**src/rtl/mem_stage_lsu.sv**
```systemverilog
// MEM-stage load/store unit: one access at a time to a word-wide req/ack data memory,
// splitting word-crossing accesses in two and returning extended load data.
module mem_stage_lsu #(
    parameter int ADDR_W           = 32,
    parameter bit SPLIT_MISALIGNED = 1'b1
) (
    input  logic              clk,
    input  logic              rst_n,
    input  logic              req_valid,
    output logic              req_ready,
    input  logic              req_we,
    input  logic [2:0]        req_funct3,
    input  logic [ADDR_W-1:0] req_addr,
    input  logic [31:0]       req_wdata,
    output logic              rsp_valid,
    output logic [31:0]       rsp_rdata,
    output logic              rsp_err,
    output logic              dmem_req,
    output logic              dmem_we,
    output logic [ADDR_W-3:0] dmem_addr,
    output logic [3:0]        dmem_be,
    output logic [31:0]       dmem_wdata,
    input  logic              dmem_ack,
    input  logic [31:0]       dmem_rdata
);

    localparam int WA_W = ADDR_W - 2;

    typedef enum logic [1:0] {
        S_IDLE = 2'd0,
        S_ACC0 = 2'd1,
        S_ACC1 = 2'd2,
        S_RESP = 2'd3
    } state_t;

    state_t            state_q, state_d;
    logic              we_q, we_d;
    logic              sext_q, sext_d;
    logic [1:0]        off_q, off_d;
    logic [2:0]        size_q, size_d;
    logic              cross_q, cross_d;
    logic              err_q, err_d;
    logic [WA_W-1:0]   waddr_q, waddr_d;
    logic [7:0]        mask_q, mask_d;
    logic [63:0]       sdata_q, sdata_d;
    logic [31:0]       buf_lo_q, buf_lo_d;
    logic [31:0]       rsp_rdata_q, rsp_rdata_d;

    logic [2:0]        req_size;
    logic [3:0]        req_lanes;
    logic [3:0]        req_end;
    logic              req_cross;
    logic              req_illegal;

    // Shift the two-word read buffer down to the access offset and extend.
    function automatic logic [31:0] extract(input logic [63:0] b, input logic [1:0] off,
                                            input logic [2:0] size, input logic sext);
        logic [31:0] s;
        s = b[{off, 3'b000} +: 32];
        case (size)
            3'd1:    extract = {{24{sext & s[7]}}, s[7:0]};
            3'd2:    extract = {{16{sext & s[15]}}, s[15:0]};
            default: extract = s;
        endcase
    endfunction

    always_comb begin
        req_size  = 3'd0;
        req_lanes = 4'b0000;
        case (req_funct3[1:0])
            2'b00: begin
                req_size  = 3'd1;
                req_lanes = 4'b0001;
            end
            2'b01: begin
                req_size  = 3'd2;
                req_lanes = 4'b0011;
            end
            2'b10: begin
                req_size  = 3'd4;
                req_lanes = 4'b1111;
            end
            default: ;
        endcase
        req_illegal = (req_funct3 == 3'b011) || (req_funct3 == 3'b110) ||
                      (req_funct3 == 3'b111) || (req_we && req_funct3[2]);
        req_end     = {2'b00, req_addr[1:0]} + {1'b0, req_size};
        req_cross   = (req_end > 4'd4);
    end

    always_comb begin
        state_d     = state_q;
        we_d        = we_q;
        sext_d      = sext_q;
        off_d       = off_q;
        size_d      = size_q;
        cross_d     = cross_q;
        err_d       = err_q;
        waddr_d     = waddr_q;
        mask_d      = mask_q;
        sdata_d     = sdata_q;
        buf_lo_d    = buf_lo_q;
        rsp_rdata_d = rsp_rdata_q;
        case (state_q)
            S_IDLE: begin
                if (req_valid) begin
                    we_d     = req_we;
                    sext_d   = ~req_funct3[2];
                    off_d    = req_addr[1:0];
                    size_d   = req_size;
                    cross_d  = req_cross;
                    waddr_d  = req_addr[ADDR_W-1:2];
                    mask_d   = {4'b0000, req_lanes} << req_addr[1:0];
                    sdata_d  = {32'b0, req_wdata} << {req_addr[1:0], 3'b000};
                    buf_lo_d = '0;
                    err_d    = req_illegal || (req_cross && !SPLIT_MISALIGNED);
                    if (err_d) begin
                        state_d     = S_RESP;
                        rsp_rdata_d = '0;
                    end else begin
                        state_d = S_ACC0;
                    end
                end
            end
            S_ACC0: begin
                if (dmem_ack) begin
                    buf_lo_d = dmem_rdata;
                    if (cross_q) begin
                        state_d = S_ACC1;
                    end else begin
                        state_d     = S_RESP;
                        rsp_rdata_d = we_q ? 32'h0
                                           : extract({32'b0, dmem_rdata}, off_q, size_q, sext_q);
                    end
                end
            end
            S_ACC1: begin
                if (dmem_ack) begin
                    state_d     = S_RESP;
                    rsp_rdata_d = we_q ? 32'h0
                                       : extract({dmem_rdata, buf_lo_q}, off_q, size_q, sext_q);
                end
            end
            S_RESP:  state_d = S_IDLE;
            default: state_d = S_IDLE;
        endcase
    end

    // Memory port is decoded from state and captured fields, so it cannot move during an ack wait.
    always_comb begin
        dmem_req   = 1'b0;
        dmem_addr  = '0;
        dmem_be    = 4'b0000;
        dmem_wdata = 32'h0;
        case (state_q)
            S_ACC0: begin
                dmem_req   = 1'b1;
                dmem_addr  = waddr_q;
                dmem_be    = mask_q[3:0];
                dmem_wdata = sdata_q[31:0];
            end
            S_ACC1: begin
                dmem_req   = 1'b1;
                dmem_addr  = waddr_q + {{(WA_W-1){1'b0}}, 1'b1};
                dmem_be    = mask_q[7:4];
                dmem_wdata = sdata_q[63:32];
            end
            default: ;
        endcase
        dmem_we = dmem_req & we_q;
    end

    assign req_ready = (state_q == S_IDLE);
    assign rsp_valid = (state_q == S_RESP);
    assign rsp_err   = (state_q == S_RESP) & err_q;
    assign rsp_rdata = rsp_rdata_q;

    always_ff @(posedge clk or negedge rst_n) begin
        if (!rst_n) begin
            state_q     <= S_IDLE;
            we_q        <= 1'b0;
            sext_q      <= 1'b0;
            off_q       <= 2'b00;
            size_q      <= 3'd0;
            cross_q     <= 1'b0;
            err_q       <= 1'b0;
            waddr_q     <= '0;
            mask_q      <= 8'h00;
            sdata_q     <= 64'h0;
            buf_lo_q    <= 32'h0;
            rsp_rdata_q <= 32'h0;
        end else begin
            state_q     <= state_d;
            we_q        <= we_d;
            sext_q      <= sext_d;
            off_q       <= off_d;
            size_q      <= size_d;
            cross_q     <= cross_d;
            err_q       <= err_d;
            waddr_q     <= waddr_d;
            mask_q      <= mask_d;
            sdata_q     <= sdata_d;
            buf_lo_q    <= buf_lo_d;
            rsp_rdata_q <= rsp_rdata_d;
        end
    end

endmodule

```
**config.mk**
```make
export PLATFORM = sky130hd
export DESIGN_NAME = mem_stage_lsu
export DESIGN_NICKNAME = d
export VERILOG_FILES = /design/src/rtl/mem_stage_lsu.sv
export SDC_FILE = /design/constraint.sdc
export NUM_CORES = 1
export LEC_CHECK = 0
export CAP_MARGIN = 40
export CORE_MARGIN = 3
export CORE_UTILIZATION = 39
export CTS_CLUSTER_DIAMETER = 80
export DETAILED_ROUTE_END_ITERATION = 10
export MAX_ROUTING_LAYER = met4
export PLACE_DENSITY = 0.63
export SLEW_MARGIN = 40
export SYNTH_ARGS = -nofsm -noshare
export SYNTH_HDL_FRONTEND = slang
export SYNTH_SLANG_ARGS = --single-unit
```
**constraint.sdc**
```tcl
create_clock -name clk -period 2.3 [get_ports clk]
set_input_delay 0.23 -clock clk [delete_from_list [all_inputs] [get_ports clk]]
set_output_delay 0.23 -clock clk [all_outputs]
set_load 0.05 [all_outputs]
```
## Yosys cells after proc, flatten, opt, wreduce, memory -nomap -nowiden

Index checks and enable logic that the tools add are counted.

- Register bits: 177
- Output and inout bits: 103
- Logic and storage cells: 79

- Add/sub/neg operators: 2
- $lt $le $gt $ge: 1
- Equality and inequality tests: 15
- Shift-type cells: 4
- Mux-type cells: 25
- Bitwise logic cells: 7
- Reduce and logical (&&, ||, !) cells: 13

Operators by type and width:

| operator | count |
|---|---|
| $mux W32 | 9 |
| $pmux W32 S2 | 4 |
| $shiftx A64 B6 Y32 | 2 |
| $pmux W32 S3 | 1 |
| $shl A32 B5 Y64 | 1 |
| $pmux W30 S2 | 1 |
| $add A30 B1 Y30 const B | 1 |
| $pmux W4 S3 | 1 |
| $pmux W3 S3 | 1 |
| $mux W2 | 4 |
| $ne A2 B2 Y1 const B | 4 |
| $pmux W2 S4 | 1 |
| $pmux W4 S2 | 1 |
| $shl A4 B2 Y8 | 1 |
| $and A1 B1 Y1 | 6 |
| $eq A2 B2 Y1 const B | 3 |
| $eq A3 B2 Y1 const B | 2 |
| $eq A3 B3 Y1 const B | 2 |
| $reduce_and A3 Y1 | 2 |
| $reduce_and A6 Y1 | 1 |
| $add A2 B3 Y4 | 1 |
| $eq A2 B1 Y1 const B | 2 |
| $gt A4 B3 Y1 const B | 1 |
| $logic_not A2 Y1 | 2 |
| 10 further kinds | 13 |

## Depth between registers and ports, before layout

Gate-level depths: netlist (run 1).

- Depth after elaboration: 7
- Depth in mapped cells: 10
- Gate-level depth less buffers: 7

## Worst setup path before layout (run 1)

Ideal clock, no wire load.

- Kind: register to output
- Start: register state_q[1]
- End: output dmem_addr[24]
- Data arrival time: 3.459 ns
- Path slack: -1.389 ns
- Cell stages (with the launch flop): 7
- Path through: dfrtp_1 inv_1 ha_1 nand2_1 clkbuf_1 clkbuf_1 o41ai_1

- Word-level cells in the longest chain between the ends: 2

Ends and longest elaborated chain:

| item | RTL line | RTL |
|---|---|---|
| start: declaration | 36 | `state_t state_q, state_d;` |
| start signal: assignment | 193 | `state_q <= state_d;` |
| $eq A2 B2 Y1 / $eq A2 B1 Y1 (equally long branches) | 155 | `case (state_q)` |
| $pmux W30 S2 * | 155 |  |
| end: declaration | 20 | `output logic [ADDR_W-3:0] dmem_addr,` |

Every way passes the cells marked *; elsewhere a longest branch is shown, timed or not.

## Final worst setup path (run 1)

- Start: register waddr_q[1]
- End: output dmem_addr[20]

- Word-level cells in the longest chain between the ends: 2

Ends and longest elaborated chain:

| item | RTL line | RTL |
|---|---|---|
| start: declaration | 43 | `logic [WA_W-1:0] waddr_q, waddr_d;` |
| start signal: assignment | 200 | `waddr_q <= waddr_d;` |
| $add A30 B1 Y30 | 164 | `dmem_addr = waddr_q + {{(WA_W-1){1'b0}}, 1'b1};` |
| $pmux W30 S2 | 155 |  |

Every way passes these cells.

==> results.yml, run 1 <==
clocking:
  cts_htree_levels: 4
  clockBufferDepth: 2
  clock_latency_ns: 0.44
  clkTransAtPathRegs_ns: 0.07
  cts_tree: "built"
  clock-sinks: 168
  cts-root-buf: "clkbuf_16"
  cts_inserted_buffers: 17
pwr:
  ir_drop_uv: 836.2
  power_mw: 23.29
  p_per_area_nw_per_um2: 1481
  p_leak_nw: 7.011
yosys:
  synth-seq-cells: 168
  synthCells: 1084
  ys_top_cells_by_area: "dfrtp_1 42%, nand2_1 7.9%, a22o_1 7.1%"
  async_reset_ff_share_pct: 100.0
  synth_fp_nets: 1201
  yosysMostFrequentCell: "nand2_1"
  yosysTopAreaCell: "dfrtp_1"
  netlist_area_um2: 9955
  yosysWarnings: 0
  postSynthAreaPerCell_um2: 9.183
  ys_top_cells_by_count: "209 x nand2_1, 168 x dfrtp_1, 83 x o21ai_0, 81 x a22o_1, 69 x nor2_1"
  synth_ff_type: "dfrtp_1"
  yosysTopAreaCellShare_pct: 42.23
  yosysUniqueCellTypes: 64
  synth_edf_count: 0
  ys_seq_area_share_pct: 42.23
layout:
  post-route-util_pct: 63.71
  final_area_um2: 15720
  nNetsFinal: 1484
  drive_above_1_share_pct: 29.93
  syn2layout_area_growth_pct: 57.92
setup_path:
  crit_fanout: 6
  max_stage_delay_ns: 0.36
  cp_common_cell: "buf_6"
  criticalPathCategory: "reg2out"
  slowest_stage: "dfrtp_1"
  crit_path_cell_trace: "ha_2 > nand4_1 > nor4_4 > buf_6 > buf_6 > nand3_4 > o21a_1 > a31oi_4 > buf_12"
  cp_data_arrival_time_ns: 2.33
  path_delay_family: "simple AND/OR/NAND/NOR gates"
  critPathBufInv: 3
  endpoint_kind: "primary output"
  critPathLaunchType: "flip-flop"
  cp.required_ns: 2.07
die:
  dieArea_um2: 27480
  core-area_um2: 24680
  die_x_um: 165.8
  design.portCount: 207
  initial_core_util_pct: 40.34
  die-height_um: 165.8
  num_rows: 57
run:
  drv_cap: 0
global_route:
  antenna_found_initial: 2
  grt_max_degree: 76
  grt_overflow: 0
  grt_pass1_vias: 10160
  grt_usage_pct: 26.93
  grt_pass1_wl_um: 58250
timing:
  finalHoldViolations: 0
  period_share_pct: 111.2
  slew_headroom_pct: 55.19
  skew_ns: 0.02366
  layout_min_cycle_time_ns: 2.559
  grt_setup_unrepaired: "yes"
  worst_pin_slew_ns: 0.6697
  max_freq_mhz: 390.9
  slew_violations: 0
  finalSetupViolCount: 54
  layout_setup_ws_ns: -0.2585
detailed_routing:
  drc_errors: 0
  vias_per_cell: 5.901
  drtIter0Drc: 885
  vias: 10067
  routed_wl_um: 36860
  wl_per_cell_um: 21.60
  dr.pass1.iters: 6
  ant_nets: 0
hold_path:
  min_path_type: "in2reg"
placed_design:
  port_buffers: 206
  place_hpwl_um: 24090
  globalplace.congestion: 0.9058
  postPlaceCellArea_um2: 13760
  dpl_worst_slack_ns: -0.1149
status:
  outcome: "finished with violations"
  violations: "negative setup slack"
[where the power goes]
group,internal [mW],switching (mW)
logic,6.68,8.56
registers,4.15,0.988
clock network,1.49,1.43
total,12.3,11.0
[worst reg2reg max path: stages (launching register included)]
cell	delay [ns]
dfrtp_1	0.40
buf_4	0.16
buf_4	0.14
ha_1	0.17
a21oi_1	0.13
o211a_1	0.25
nand2b_2	0.14
buf_12	0.19
and2_1	0.16
a2111o_1	0.35
[worst paths after layout]
check                       startpoint             to  slack (ns)  depth (start not counted)
max                         waddr_q[1]  dmem_addr[20]       -0.26                          9
min                        req_addr[0]      mask_q[4]        0.22                          3
max reg2reg                 state_q[1]  rsp_rdata[31]        0.09                          9
min reg2reg                sdata_q[26]    sdata_q[26]        0.48                          2
max in group asynchronous        rst_n   buf_lo_q[31]        1.30                          3
min in group asynchronous        rst_n     waddr_q[6]        0.27                          2
[logic make-up (layout without fill, tap and decap cells)]
family | Yosys count | after routing | share of synthesized area, %
AOI/OAI and AO/OA | 326 | 326 | 23.71
DFF | 168 | 168 | 42.23
xor gates and xnor gates | 1 | 1 | 0.08800
and+or+nand+nor | 380 | 381 | 16.89
other | 0 | 2 | 0
buffers and inverters | 102 | 397 | 4.538
muxes | 94 | 94 | 10.83
adders and majority gates | 13 | 13 | 1.709
[area by class of cell]
| class | count | area [um^2] |
|---|---|---|
| inverters | 12 | 45.04 |
| repair buffers | 353 | 4257 |
| fillers | 2011 | 8956 |
| multi-input cells | 815 | 6212 |
| diodes | 2 | 5.005 |
| clock buffers | 18 | 439.2 |
| well taps | 324 | 405.4 |
| clock inverters | 14 | 147.6 |
| flip-flops and latches | 168 | 4209 |
[sequential cells by signal (all words and copies together), names as in the netlist, 2 cells and up]
name / cells
buf_lo_q: 32
mask_q: 7
off_q: 2
rsp_rdata: 32
sdata_q: 56
size_q: 3
state_q: 2
waddr_q: 30
[cell usage in the layout (no fill, tap or decap), drive strengths merged, types with 10 or more instances in the layout]
cell           netlist  routed
a22o                81      81
dfrtp              168     168
and3                14      14
a21oi               40      40
clkdlybuf4s50        0     133
a221oi              15      15
o21ai               83      83
clkbuf              57      19
nand2              209     209
a221o               13      13
nand3               20      20
buf                 33     217
o211ai              19      19
and2                14      15
mux2i               59      59
a31oi               13      13
ha                  12      12
inv                 12      22
nor2                69      69
mux2                27      27
nor3                14      14
o221ai              10      10
nand4               12      12
nand2b              10      10
[repair_timing]
item                       CTS  global route
pin swaps                   63            35
hold buffers                 1             0
setup endpoints to repair   57            71
cloned                       6             1
hold endpoints to repair    35             0
resized for setup          142            43
buffers inserted            46             9
[per-layer routing]
layer | share of wire [%] | vias to the layer above | routed length [um] | track usage [%]
met5 | 0 | - | 0 | -
met4 | 1.9 | 0 | 715 | 6.835
met3 | 6.5 | 56 | 2410 | 4.904
met2 | 47 | 432 | 17470 | 41.38
met1 | 44 | 5007 | 16270 | 37.15
li1 | - | 4572 | - | -
[metrics by stage]
stage	instances	hold WS, ns	TNS [ns]
after global placement	1616	0.1616	-0.03028
after CTS	1701	0.1866	-5.742
after floorplan	1084	-0.06559	-0.1305
final	1706	0.2173	-5.526
after global routing	1706	0.2394	-9.841
after detailed placement	1616	0.1639	-1.487
No activity file was read; power rests on OpenSTA's default activity.
==> run 2, diff against run 1 <==
--- a/config.mk
+++ b/config.mk
@@ -12,7 +12,6 @@
 export DETAILED_ROUTE_END_ITERATION = 10
 export MAX_ROUTING_LAYER = met4
 export PLACE_DENSITY = 0.63
-export SLEW_MARGIN = 40
 export SYNTH_ARGS = -nofsm -noshare
 export SYNTH_HDL_FRONTEND = slang
 export SYNTH_SLANG_ARGS = --single-unit
==> run 2 against run 1 <==
  * The run still ends with negative setup slack left
  * Non-clock buffer count increased by 2
  * Maximum frequency decreased by 0.58%
  * Count of clock-buffer cells in the layout unchanged
  * Total power increased by 1.2%
  * Setup slack got worse by 0.015 ns
==> results.yml, run 2 (same netlist as run 1, synthesis figures left out) <==
layout:
  syn2layout_area_growth_pct: 57.88
  largest_reg_flops: 56
  layout_commonest_cell: "nand2_1"
  nNetsFinal: 1486
  drive_above_1_share_pct: 29.88
  regMostFlops: "sdata_q"
  post-route-util_pct: 63.69
  final_cell_mix: "197 x nand2_1, 164 x dfrtp_1, 133 x clkdlybuf4s50_1"
timing:
  worst_pin_slew_ns: 0.6748
  slew_headroom_pct: 54.85
  period_share_pct: 111.9
  layout_min_cycle_time_ns: 2.573
  finalHoldViolations: 0
  grt_setup_unrepaired: "yes"
  max_freq_mhz: 388.6
  finalSetupViolCount: 53
  layout_setup_ws_ns: -0.2735
  slew_violations: 0
  skew_ns: 0.01794
die:
  core-area_um2: 24680
  dieArea_um2: 27480
  die_x_um: 165.8
  num_rows: 57
  die-height_um: 165.8
  design.portCount: 207
  initial_core_util_pct: 40.34
detailed_routing:
  routed_wl_um: 37110
  dr.pass1.iters: 7
  vias: 10065
  wl_per_cell_um: 21.73
  ant_nets: 0
  vias_per_cell: 5.893
  drtIter0Drc: 829
  drc_errors: 0
setup_path:
  endpoint_kind: "primary output"
  critPathLaunchType: "flip-flop"
  max_stage_delay_ns: 0.40
  crit_cells: 10
  r2r_cells: 9
  crit_path_cell_trace: "inv_2 > ha_4 > buf_6 > and2_4 > buf_12 > buf_16 > buf_4 > o21ai_4 > o31ai_4 > buf_12"
  critPathBufInv: 6
  crit_fanout: 6
  cp_data_arrival_time_ns: 2.34
  cp.required_ns: 2.07
  slowest_stage: "dfrtp_1"
  cp_common_cell: "buf_12"
  path_delay_family: "buffers and inverters"
  criticalPathCategory: "reg2out"
hold_path:
  min_path_type: "in2reg"
  min_path_cells: 3
pwr:
  swShare_pct: 46.86
  p_leak_nw: 7.047
  ir_drop_uv: 744.3
  pwr-share-comb_pct: 65.9
  internal_power_mw: 12.53
  p_per_area_nw_per_um2: 1500
  p_seq_share_pct: 21.8
  p_switching_mw: 11.05
  p_clk_share_pct: 12.3
clocking:
  clock_latency_ns: 0.44
  cts_htree_levels: 4
  clkTransAtPathRegs_ns: 0.07
  cts-root-buf: "clkbuf_16"
  clock-sinks: 168
  clockBufferDepth: 2
  cts_inserted_buffers: 17
  cts_tree: "built"
run:
  drv_cap: 0
global_route:
  grt_pass1_wl_um: 57830
  grt_usage_pct: 26.89
  grt_overflow: 0
  grt_max_degree: 76
  antenna_found_initial: 2
  grt_pass1_vias: 10212
placed_design:
  place_hpwl_um: 24230
  dpl_worst_slack_ns: -0.08740
  port_buffers: 206
  globalplace.congestion: 0.9058
status:
  outcome: "finished with violations"
  violations: "negative setup slack"
[run 2: changes by cell type in the layout (fill, tap and decap cells not counted), moves of 3 or more]
cell and change:
buf_4 +7, buf_6 -6, nand3_4 -5, o21ai_1 -4, buf_12 -3, buf_16 +3
inv_6 +3, nand3_1 +3, o21ai_4 +3
[run 2: timing repair]
item,in CTS,in global routing
hold buffers,1,0
setup endpoints to repair,57,68
gates cloned,9,2
pin swaps,48,28
setup buffers,29,19
resized for setup,121,47
hold endpoints to repair,35,0
[run 2: area by class of cell]
class	count	area (um^2)
Multi-Input combinational cell	815	6168
Sequential cell	168	4209
Tap cell	324	405.4
Clock buffer	18	439.2
Timing Repair Buffer	355	4299
Clock inverter	14	145.1
Antenna cell	2	5.005
Fill cell	2016	8960
Inverter	12	45.04
[run 2: path summary, 6_finish.rpt]
kind / from / slack, ns / to
setup / recovery: state_q[0] / -0.27 / dmem_addr[17]
hold / removal: req_addr[0] / 0.21 / mask_q[4]
setup reg to reg: state_q[1] / 0.07 / rsp_rdata[31]
hold reg to reg: sdata_q[26] / 0.48 / sdata_q[26]
max in group asynchronous: rst_n / 1.28 / buf_lo_q[31]
min in group asynchronous: rst_n / 0.27 / waddr_q[6]
[run 2: power by group through the flow]
stage | clock network, mW | registers, mW | logic (mW)
after global placement | 0 | 5.04 | 13.1
after CTS | 2.95 | 5.09 | 14.9
final | 2.91 | 5.14 | 15.5
after detailed placement | 0 | 5.06 | 13.2
after floorplan | 0 | 5.53 | 7.25
after global routing | 3.07 | 5.28 | 16.4
[run 2: layer usage]
layer  GRT usage [%]  share of wire [%]  vias up
li1                -                  -     4592
met5               -                  0        -
met1           36.33                 43     4977
met2           41.61                 48      433
met4           8.354                2.4        0
met3           4.713                6.5       63
[run 2: through the flow]
step                       TNS, ns  total power [mW]  cells  hold slack, ns  cell area, um^2
final                       -9.105             23.58   1708          0.2092            15720
after global routing        -14.17             24.77   1708          0.2442            15720
after CTS                   -7.421             22.98   1688          0.2043            15370
after detailed placement    -1.087             18.28   1617          0.1634            13770
after global placement    -0.03028             18.14   1616          0.1616            13760
after floorplan            -0.1305             12.79   1084        -0.06559            10190
[run 2: worst min-delay path, cell delays in order]
cell	delay, ns
buf_2	0.19
nand3_1	0.10
a31oi_1	0.08
